==> src/rtl/frankie_pkg.sv <==
// Shared encodings for the Frankie control sequencer: states, opcodes, ALU codes,
// opcode classes and the opcode -> ALU operation mapping.
package frankie_pkg;

  typedef enum logic [2:0] {
    S_FETCH  = 3'd0,
    S_DECODE = 3'd1,
    S_EXEC   = 3'd2,
    S_MEM    = 3'd3,
    S_WB     = 3'd4,
    S_HALT   = 3'd5
  } state_e;

  typedef enum logic [2:0] {
    CLS_ALU, CLS_ONE, CLS_RD, CLS_WR, CLS_HALT, CLS_ILL
  } op_class_e;

  localparam logic [4:0] APUT = 5'b00000;
  localparam logic [4:0] SPUT = 5'b00001;
  localparam logic [4:0] AADD = 5'b00010;
  localparam logic [4:0] ASUB = 5'b00011;
  localparam logic [4:0] SPEK = 5'b00100;
  localparam logic [4:0] SPOP = 5'b00101;
  localparam logic [4:0] RPOP = 5'b00110;
  localparam logic [4:0] JIMM = 5'b00111;
  localparam logic [4:0] JACC = 5'b01000;
  localparam logic [4:0] JCMP = 5'b01001;
  localparam logic [4:0] JRET = 5'b01010;
  localparam logic [4:0] JFNC = 5'b01011;
  localparam logic [4:0] CEQU = 5'b01100;
  localparam logic [4:0] CLES = 5'b01101;
  localparam logic [4:0] CGRE = 5'b01110;
  localparam logic [4:0] LORR = 5'b01111;
  localparam logic [4:0] LAND = 5'b10000;
  localparam logic [4:0] SHFL = 5'b10001;
  localparam logic [4:0] SHFR = 5'b10010;
  localparam logic [4:0] LOAD = 5'b10011;
  localparam logic [4:0] STOR = 5'b10100;
  localparam logic [4:0] BKAC = 5'b10101;
  localparam logic [4:0] BKRA = 5'b10110;
  localparam logic [4:0] SWAP = 5'b10111;
  localparam logic [4:0] HALT_OP_DEFAULT = 5'b11111;

  localparam logic [3:0] ALU_AND = 4'b0000;
  localparam logic [3:0] ALU_OR  = 4'b0001;
  localparam logic [3:0] ALU_ADD = 4'b0010;
  localparam logic [3:0] ALU_SUB = 4'b0011;
  localparam logic [3:0] ALU_LT  = 4'b0100;
  localparam logic [3:0] ALU_GT  = 4'b0101;
  localparam logic [3:0] ALU_EQ  = 4'b0110;
  localparam logic [3:0] ALU_SHL = 4'b1000;
  localparam logic [3:0] ALU_SHR = 4'b1001;

  function automatic logic [3:0] alu_code(input logic [4:0] op);
    case (op)
      AADD:    return ALU_ADD;
      ASUB:    return ALU_SUB;
      CEQU:    return ALU_EQ;
      CLES:    return ALU_LT;
      CGRE:    return ALU_GT;
      LORR:    return ALU_OR;
      SHFL:    return ALU_SHL;
      SHFR:    return ALU_SHR;
      default: return ALU_AND;
    endcase
  endfunction

endpackage

==> src/rtl/frankie_op_classify.sv <==
// Combinational opcode classifier: maps the IR opcode to its execution class
// and flags undefined opcodes.
module frankie_op_classify
  import frankie_pkg::*;
#(
  parameter int                  OPCODE_W = 5,
  parameter logic [OPCODE_W-1:0] HALT_OP  = HALT_OP_DEFAULT
) (
  input  logic [OPCODE_W-1:0] opcode,
  output op_class_e           op_class,
  output logic                illegal
);

  always_comb begin
    op_class = CLS_ILL;
    if (opcode == HALT_OP) begin
      op_class = CLS_HALT;
    end else begin
      case (opcode)
        AADD, ASUB, CEQU, CLES, CGRE, LORR, LAND, SHFL, SHFR: op_class = CLS_ALU;
        APUT, JIMM, JACC, JCMP, JRET, JFNC, SWAP:             op_class = CLS_ONE;
        SPEK, SPOP, RPOP, LOAD:                               op_class = CLS_RD;
        SPUT, STOR, BKAC, BKRA:                               op_class = CLS_WR;
        default:                                              op_class = CLS_ILL;
      endcase
    end
  end

  assign illegal = (op_class == CLS_ILL);

endmodule

==> src/rtl/frankie_seq_ctrl.sv <==
// Frankie multicycle control sequencer with req/ack memory handshake, HALT and
// illegal-opcode detection. Define MEM_TIMEOUT_EN to add the memory-ack timeout.
module frankie_seq_ctrl
  import frankie_pkg::*;
#(
  parameter int                  OPCODE_W   = 5,
  parameter int                  ALUOP_W    = 4,
  parameter logic [OPCODE_W-1:0] HALT_OP    = HALT_OP_DEFAULT,
  parameter int                  TMO_CYCLES = 64
) (
  input  logic                CLK,
  input  logic                Reset,
  input  logic [OPCODE_W-1:0] OPCODE,
  input  logic                flagbit,
  input  logic                mem_ack,
  input  logic                resume,
  output logic                mem_req,
  output logic                MemWrite,
  output logic [2:0]          MemDst,
  output logic [1:0]          MemSrc,
  output logic                InstWrite,
  output logic                PCWrite,
  output logic                SPWrite,
  output logic                MaryWrite,
  output logic                ShelleyWrite,
  output logic                CompWrite,
  output logic                RAWrite,
  output logic [2:0]          PCSrc,
  output logic [1:0]          SPSrc,
  output logic [1:0]          MarySrc,
  output logic [1:0]          ShelleySrc,
  output logic                RASrc,
  output logic                SrcA,
  output logic [1:0]          SrcB,
  output logic [ALUOP_W-1:0]  ALUOP,
  output logic [2:0]          state_o,
  output logic                halted,
  output logic                illegal,
  output logic                tmo_err
);

  state_e    state, state_nxt;
  op_class_e cls;
  logic      is_ill;
  // Cleared asynchronously by Reset, so every output drops at once and stays
  // low for the first cycle after release.
  logic      run;

  frankie_op_classify #(.OPCODE_W(OPCODE_W), .HALT_OP(HALT_OP)) u_classify (
    .opcode   (OPCODE),
    .op_class (cls),
    .illegal  (is_ill)
  );

`ifdef MEM_TIMEOUT_EN
  localparam int TMO_W = $clog2(TMO_CYCLES + 1);
  logic [TMO_W-1:0] tmo_cnt;
  logic             tmo_q, waiting, tmo_hit;

  assign waiting = run && (state == S_FETCH || state == S_MEM) && !mem_ack;
  assign tmo_hit = waiting && (tmo_cnt == TMO_W'(TMO_CYCLES - 1));
  assign tmo_err = tmo_q;

  always_ff @(posedge CLK or posedge Reset) begin
    if (Reset) begin
      tmo_cnt <= '0;
      tmo_q   <= 1'b0;
    end else begin
      if (state_nxt != state) tmo_cnt <= '0;
      else if (waiting)       tmo_cnt <= tmo_cnt + 1'b1;
      if (tmo_hit) tmo_q <= 1'b1;
    end
  end
`else
  logic unused_cfg;
  assign unused_cfg = ^TMO_CYCLES;
  assign tmo_err    = 1'b0;
`endif

  always_comb begin
    state_nxt = state;
    if (run) begin
      case (state)
        S_FETCH:  if (mem_ack) state_nxt = S_DECODE;
        S_DECODE: begin
          case (cls)
            CLS_ALU, CLS_ONE: state_nxt = S_EXEC;
            CLS_RD, CLS_WR:   state_nxt = S_MEM;
            CLS_HALT:         state_nxt = S_HALT;
            default:          state_nxt = S_FETCH;
          endcase
        end
        S_EXEC:   state_nxt = (cls == CLS_ALU) ? S_WB : S_FETCH;
        S_MEM:    if (mem_ack) state_nxt = (cls == CLS_RD) ? S_WB : S_FETCH;
        S_WB:     state_nxt = S_FETCH;
        S_HALT:   if (resume) state_nxt = S_FETCH;
        default:  state_nxt = S_FETCH;
      endcase
    end
`ifdef MEM_TIMEOUT_EN
    if (tmo_hit) state_nxt = S_HALT;
`endif
  end

  always_ff @(posedge CLK or posedge Reset) begin
    if (Reset) begin
      state <= S_FETCH;
      run   <= 1'b0;
    end else begin
      state <= state_nxt;
      run   <= 1'b1;
    end
  end

  assign state_o = state;

  always_comb begin
    mem_req = 1'b0; MemWrite = 1'b0; MemDst = '0; MemSrc = '0;
    InstWrite = 1'b0; PCWrite = 1'b0; SPWrite = 1'b0; MaryWrite = 1'b0;
    ShelleyWrite = 1'b0; CompWrite = 1'b0; RAWrite = 1'b0;
    PCSrc = '0; SPSrc = '0; MarySrc = '0; ShelleySrc = '0;
    RASrc = 1'b0; SrcA = 1'b0; SrcB = '0; ALUOP = '0;
    halted = 1'b0; illegal = 1'b0;
    if (run) begin
      case (state)
        S_FETCH: begin
          mem_req = 1'b1;
          if (mem_ack) begin
            InstWrite = 1'b1;
            PCWrite   = 1'b1;
          end
        end
        S_DECODE: illegal = is_ill;
        S_EXEC: begin
          if (cls == CLS_ALU) begin
            SrcB  = flagbit ? 2'b00 : 2'b01;
            ALUOP = ALUOP_W'(alu_code(OPCODE));
          end else begin
            case (OPCODE)
              JIMM: begin PCWrite = 1'b1; PCSrc = flagbit ? 3'b001 : 3'b010; end
              JACC: begin PCWrite = 1'b1; PCSrc = flagbit ? 3'b101 : 3'b100; end
              JCMP: begin PCWrite = 1'b1; PCSrc = flagbit ? 3'b111 : 3'b110; end
              JRET: begin PCWrite = 1'b1; PCSrc = 3'b011; end
              JFNC: begin
                PCWrite = 1'b1; PCSrc = flagbit ? 3'b001 : 3'b010;
                RAWrite = 1'b1; RASrc = 1'b1;
              end
              APUT: begin
                if (flagbit) begin ShelleyWrite = 1'b1; ShelleySrc = 2'b01; end
                else         begin MaryWrite = 1'b1;    MarySrc = 2'b11;    end
              end
              SWAP: begin
                MaryWrite = 1'b1; MarySrc = 2'b10;
                ShelleyWrite = 1'b1; ShelleySrc = 2'b10;
              end
              default: ;
            endcase
          end
        end
        S_MEM: begin
          mem_req = 1'b1;
          if (OPCODE == SPEK)                 MemDst = 3'b101;
          else if (OPCODE inside {LOAD, STOR}) MemDst = flagbit ? 3'b011 : 3'b001;
          else                                 MemDst = 3'b100;
          if (cls == CLS_WR) begin
            MemWrite = 1'b1;
            if (OPCODE == BKAC)      MemSrc = {1'b0, flagbit};
            else if (OPCODE == BKRA) MemSrc = 2'b10;
            if (mem_ack && OPCODE inside {SPUT, BKAC, BKRA}) begin
              SPWrite = 1'b1; SPSrc = 2'b01;
            end
          end
        end
        S_WB: begin
          if (cls == CLS_ALU) begin
            if (OPCODE inside {CEQU, CLES, CGRE}) CompWrite = 1'b1;
            else begin MaryWrite = 1'b1; MarySrc = 2'b01; end
          end else begin
            if (OPCODE == RPOP)                RAWrite = 1'b1;
            else if (OPCODE == SPEK && flagbit) ShelleyWrite = 1'b1;
            else                               MaryWrite = 1'b1;
            if (OPCODE inside {SPOP, RPOP}) begin SPWrite = 1'b1; SPSrc = 2'b10; end
          end
        end
        S_HALT:  halted = 1'b1;
        default: ;
      endcase
    end
  end

endmodule

==> config.mk <==
export PLATFORM = sky130hd
export DESIGN_NAME = frankie_seq_ctrl
export DESIGN_NICKNAME = d
export VERILOG_FILES = /design/src/rtl/frankie_pkg.sv /design/src/rtl/frankie_op_classify.sv /design/src/rtl/frankie_seq_ctrl.sv
export SDC_FILE = /design/constraint.sdc
export NUM_CORES = 1
export LEC_CHECK = 0
export ABC_AREA = 0
export CAP_MARGIN = 0
export CORE_MARGIN = 10
export CORE_UTILIZATION = 46
export DETAILED_ROUTE_END_ITERATION = 7
export PLACE_DENSITY = 0.86
export SLEW_MARGIN = 15
export SYNTH_ARGS = -nofsm -noshare
export SYNTH_HDL_FRONTEND = slang
export SYNTH_SLANG_ARGS = --single-unit
export TNS_END_PERCENT = 10
==> constraint.sdc <==
create_clock -name CLK -period 3.6 [get_ports CLK]
set_clock_uncertainty 0.1 [all_clocks]
set_input_delay 0.72 -clock CLK [delete_from_list [all_inputs] [get_ports CLK]]
set_output_delay 0.72 -clock CLK [all_outputs]
set_load 0.01 [all_outputs]
==> results_tabular.tex <==
\begin{tabular}{lr}
\hline
Metric & Value \\
\hline
\multicolumn{2}{l}{\textbf{Drt}} \\
\quad Pre-antenna DRT Iters & 4 \\
\quad DR DRC count & 0 \\
\quad Vias & 1603 \\
\quad Detailed-route wire length & slightly below 5000 µm \\
\quad Mean routed wirelength per cell & around 19 µm \\
\quad First-iteration detailed-routing DRC count & 210 \\
\quad Remaining antenna violation count & 0 \\
\quad Number of vias per cell & a little over 6 \\
\multicolumn{2}{l}{\textbf{Final layout}} \\
\quad Layout-stage area growth over the synthesis result & 68.0\% \\
\quad Final Non-Filler Cells & 262 \\
\quad Area of all sequential standard cells & 100 µm² \\
\quad Filler instances & 148 \\
\quad Nets & 251 \\
\quad Layout cell share with drive strength beyond 1 & between 20\% and 30\% \\
\quad Multi-input gate area & about 1000 µm² \\
\quad Number of antenna cells inserted & 0 \\
\multicolumn{2}{l}{\textbf{Power and ir drop}} \\
\quad Total Power Consumption & between 0.4 and 0.5 mW \\
\quad Maximum resistive drop on vdd & 353 µV \\
\quad Power Density & approximately 260 mW/mm² \\
\quad Total leakage power & 0.905 nW \\
\multicolumn{2}{l}{\textbf{Setup path}} \\
\quad Startpoint type of the worst setup path & input pin \\
\quad Bufs and invs on worst path & 3 \\
\quad List of cells traversed by the critical path & clkdlybuf4s50\_1, mux2\_4, o2111ai\_4, buf\_6, nand4\_4, nor3\_2, dlygate4sd2\_1 \\
\quad Standard cell with the maximum stage delay on the critical path & clkdlybuf4s50\_1 \\
\quad Critical path capture point type & primary output \\
\quad Crit path arrival time & $\sim$2.9 ns \\
\quad Kind of critical path & input pin to primary output \\
\quad Crit path max-delay family & buffers and inverters \\
\quad Largest incremental delay on the critical path & between 0.6 and 0.7 ns \\
\quad CP required & 2.78 ns \\
\quad Largest fanout on the critical path & 8 \\
\multicolumn{2}{l}{\textbf{Synth}} \\
\quad Gate count of the mapped netlist & 161 \\
\quad Cell variety after synth & 55 \\
\quad Per-instance average area after synthesis & 6.88 µm² \\
\quad Number of warning messages in the yosys log & 0 \\
\quad Post-synth design cell area & around 0.0011 mm² \\
\quad Sequential-to-total area share from yosys stat & 9.04\% \\
\quad Number of synthesized register bits & 4 \\
\quad Number of enable-type register cells in the synthesized netlist & 0 \\
\quad Proportion of synthesized flip-flops having asynchronous set or reset & between 90\% and 100\% \\
\quad Most used flip-flop cell after synthesis & dfrtp\_1 \\
\multicolumn{2}{l}{\textbf{Clocking}} \\
\quad Clock edge transition at the registers on the reported setup and hold paths & roughly 0.030 ns \\
\quad Insertion delay of the later-clocked pin in the worst-skew pair & $\sim$0.23 ns \\
\quad TritonCTS clock tree & built \\
\quad Maximum level of the CTS H-tree & 1 \\
\quad Number of clock sinks & 4 \\
\quad Clock root buffer & clkbuf\_4 \\
\quad Number of buffers created by CTS & 3 \\
\quad Number of buffers on the longest clock path & 2 \\
\multicolumn{2}{l}{\textbf{Place}} \\
\quad PortBufs & 43 \\
\quad RePlAce Congestion & roughly 0.93 \\
\quad Count of placed standard cells including taps & 257 \\
\quad Worst slack after detailed placement & -0.437 ns \\
\quad Post-detailed-placement half-perimeter wirelength & 3710 µm \\
\multicolumn{2}{l}{\textbf{GRT}} \\
\quad Largest net degree at the start of global routing & 15 \\
\quad Global route total overflow & 0 \\
\quad Initial antenna violation count & 0 \\
\quad Wire length of the first global-routing pass & a little under 8000 µm \\
\quad Total GRT Usage & 18.1\% \\
\quad Number of global-route vias before repair & 1592 \\
\multicolumn{2}{l}{\textbf{Floorplan}} \\
\quad Area of the die & 0.00477 mm² \\
\quad Overall die height & slightly below 70 µm \\
\quad Area of the core & about 0.0023 mm² \\
\quad Effective utilization at floorplan & 49.1\% \\
\quad Row Count & 17 \\
\quad Die X-Extent & 69.1 µm \\
\quad Number of primary I/O pins & 47 \\
\multicolumn{2}{l}{\textbf{STA}} \\
\quad Tightest Pin Transition & 0.501 ns \\
\quad Pins Over Slew Limit & 0 \\
\quad Ratio of final minimum period to clock period & 104\% \\
\quad RSZ-0062 raised after global routing & true \\
\quad Post-layout minimum cycle time & 3.75 ns \\
\quad Final count of hold timing violations & 0 \\
\quad Max frequency & around 0.27 GHz \\
\quad Number of endpoints failing setup at the final stage & 4 \\
\quad Slew margin rel. & 66.6\% \\
\quad Final hold slack & 0.572 ns \\
\quad Final worst slack & -0.148 ns \\
\quad Final TNS setup & -0.377 ns \\
\multicolumn{2}{l}{\textbf{Outcome}} \\
\quad Violations in the final reports & setup timing \\
\quad Result of the run & finished, violations left \\
\multicolumn{2}{l}{\textbf{Worst hold path}} \\
\quad Hold/Removal Path Class & input pin to async pin \\
\multicolumn{2}{l}{\textbf{Run}} \\
\quad Max cap viols & 0 \\
\hline
\end{tabular}
-- path summary, 6_finish.rpt --
| kind | from | end | depth (start not counted) | slack [ns] |
|---|---|---|---|---|
| worst max-delay path | OPCODE[4] | ALUOP[1] | 7 | -0.15 |
| worst min-delay path | Reset | state_o[2] | 2 | 0.57 |
| worst max register to register | state_o[2] | state_o[1] | 4 | 1.80 |
| worst min register to register | state_o[0] | state_o[0] | 1 | 0.61 |
| max in group asynchronous | Reset | state_o[0] | 2 | 2.68 |
| min in group CLK | state_o[0] | state_o[0] | 1 | 0.61 |
-- layout make-up --
type,instances,area share (%)
timing repair buffer,81,36.3
sequential,4,5.38
tap,28,1.88
multi-input combinational,138,53.6
clock buffer,3,1.21
inverter,8,1.61
-- kinds of logic (layout without fill, tap and decap cells) --
kind of cell / count (synthesis) / in the layout / share of synthesized area (%)
xor+xnor: 1 / 1 / 0.791
mux: 4 / 4 / 4.18
fa+ha+maj: 5 / 5 / 5.65
simple gates: 86 / 86 / 42.7
flops: 4 / 4 / 9.04
buf+inv: 21 / 92 / 9.60
compound gates: 38 / 38 / 27.3
other cells: 2 / 4 / 0.678
-- synthesized netlist by cell type (3+ instances only) --
cell      count  share of area [%]
and4_1        3                2.4
o21ai_0       6                2.7
nor3_1        6                2.7
nor2_1       17                5.8
and3_1        3                1.7
inv_1         8                2.7
or3_1         3                1.7
nor3b_1       5                3.4
nand3_1       7                3.2
buf_4         4                2.7
o22ai_1       3                1.7
dfrtp_1       4                9.0
buf_2         4                1.8
nand2_1      17                5.8
and2_1        5                2.8
clkbuf_1      4                1.4
a21oi_1       4                1.8
nor2b_1       6                3.4
nand2b_1      4                2.3
ha_1          5                5.6
-- routing by layer --
metal	vias to the layer above	GRT usage, %	routed length [µm]
met5	-	0	0
met4	0	10.9	305
met3	34	4.71	460
met2	105	30.8	2430
met1	732	19.3	1750
li1	732	-	-
-- through the flow --
step,util [%],area [µm²]
finish,82.5,1860
global route,82.5,1860
CTS,81.6,1840
detailed placement,78.7,1770
global placement,78.7,1770
floorplan,-,1110
-- what timing repair did --
item / CTS / global route
hold buffers: 0 / 0
pin swaps: 6 / 6
resized for setup: 43 / 22
setup endpoints to repair: 28 / 20
setup buffers: 0 / 2
gates cloned: 0 / 0
endpoints found under the hold margin: 0 / 0
-- cells in the final DEF, fill, tap and decap left out, types with 3 or more instances in the layout --
master and count:
o21ai_1 3, and4_1 3, inv_1 8, clkdlybuf4s50_1 15
o21ai_0 4, nor3_1 5, dlymetal6s2s_1 5, ha_2 3
or3_1 3, dfrtp_1 4, clkbuf_2 6, nor2b_1 5
and2_1 5, nand2_1 17, nand2b_1 4, buf_4 38
dlygate4sd2_1 15, nand3_1 6, a21oi_1 4, o22ai_1 3
conb_1 4, nor3b_1 3, clkbuf_4 3, nor2_1 17
-- flip-flops by register name (all words and copies together), names as in the netlist --
name,flops
state_o,3
run,1
-- where the power goes --
part	switching, mW	leakage, nW	internal, mW	total [mW]
clock	0.0159	0.0138	0.0371	0.0530
sequential	0.0441	0.0496	0.0586	0.103
combinational	0.166	0.841	0.155	0.321
(Power assumes the default switching activity.)
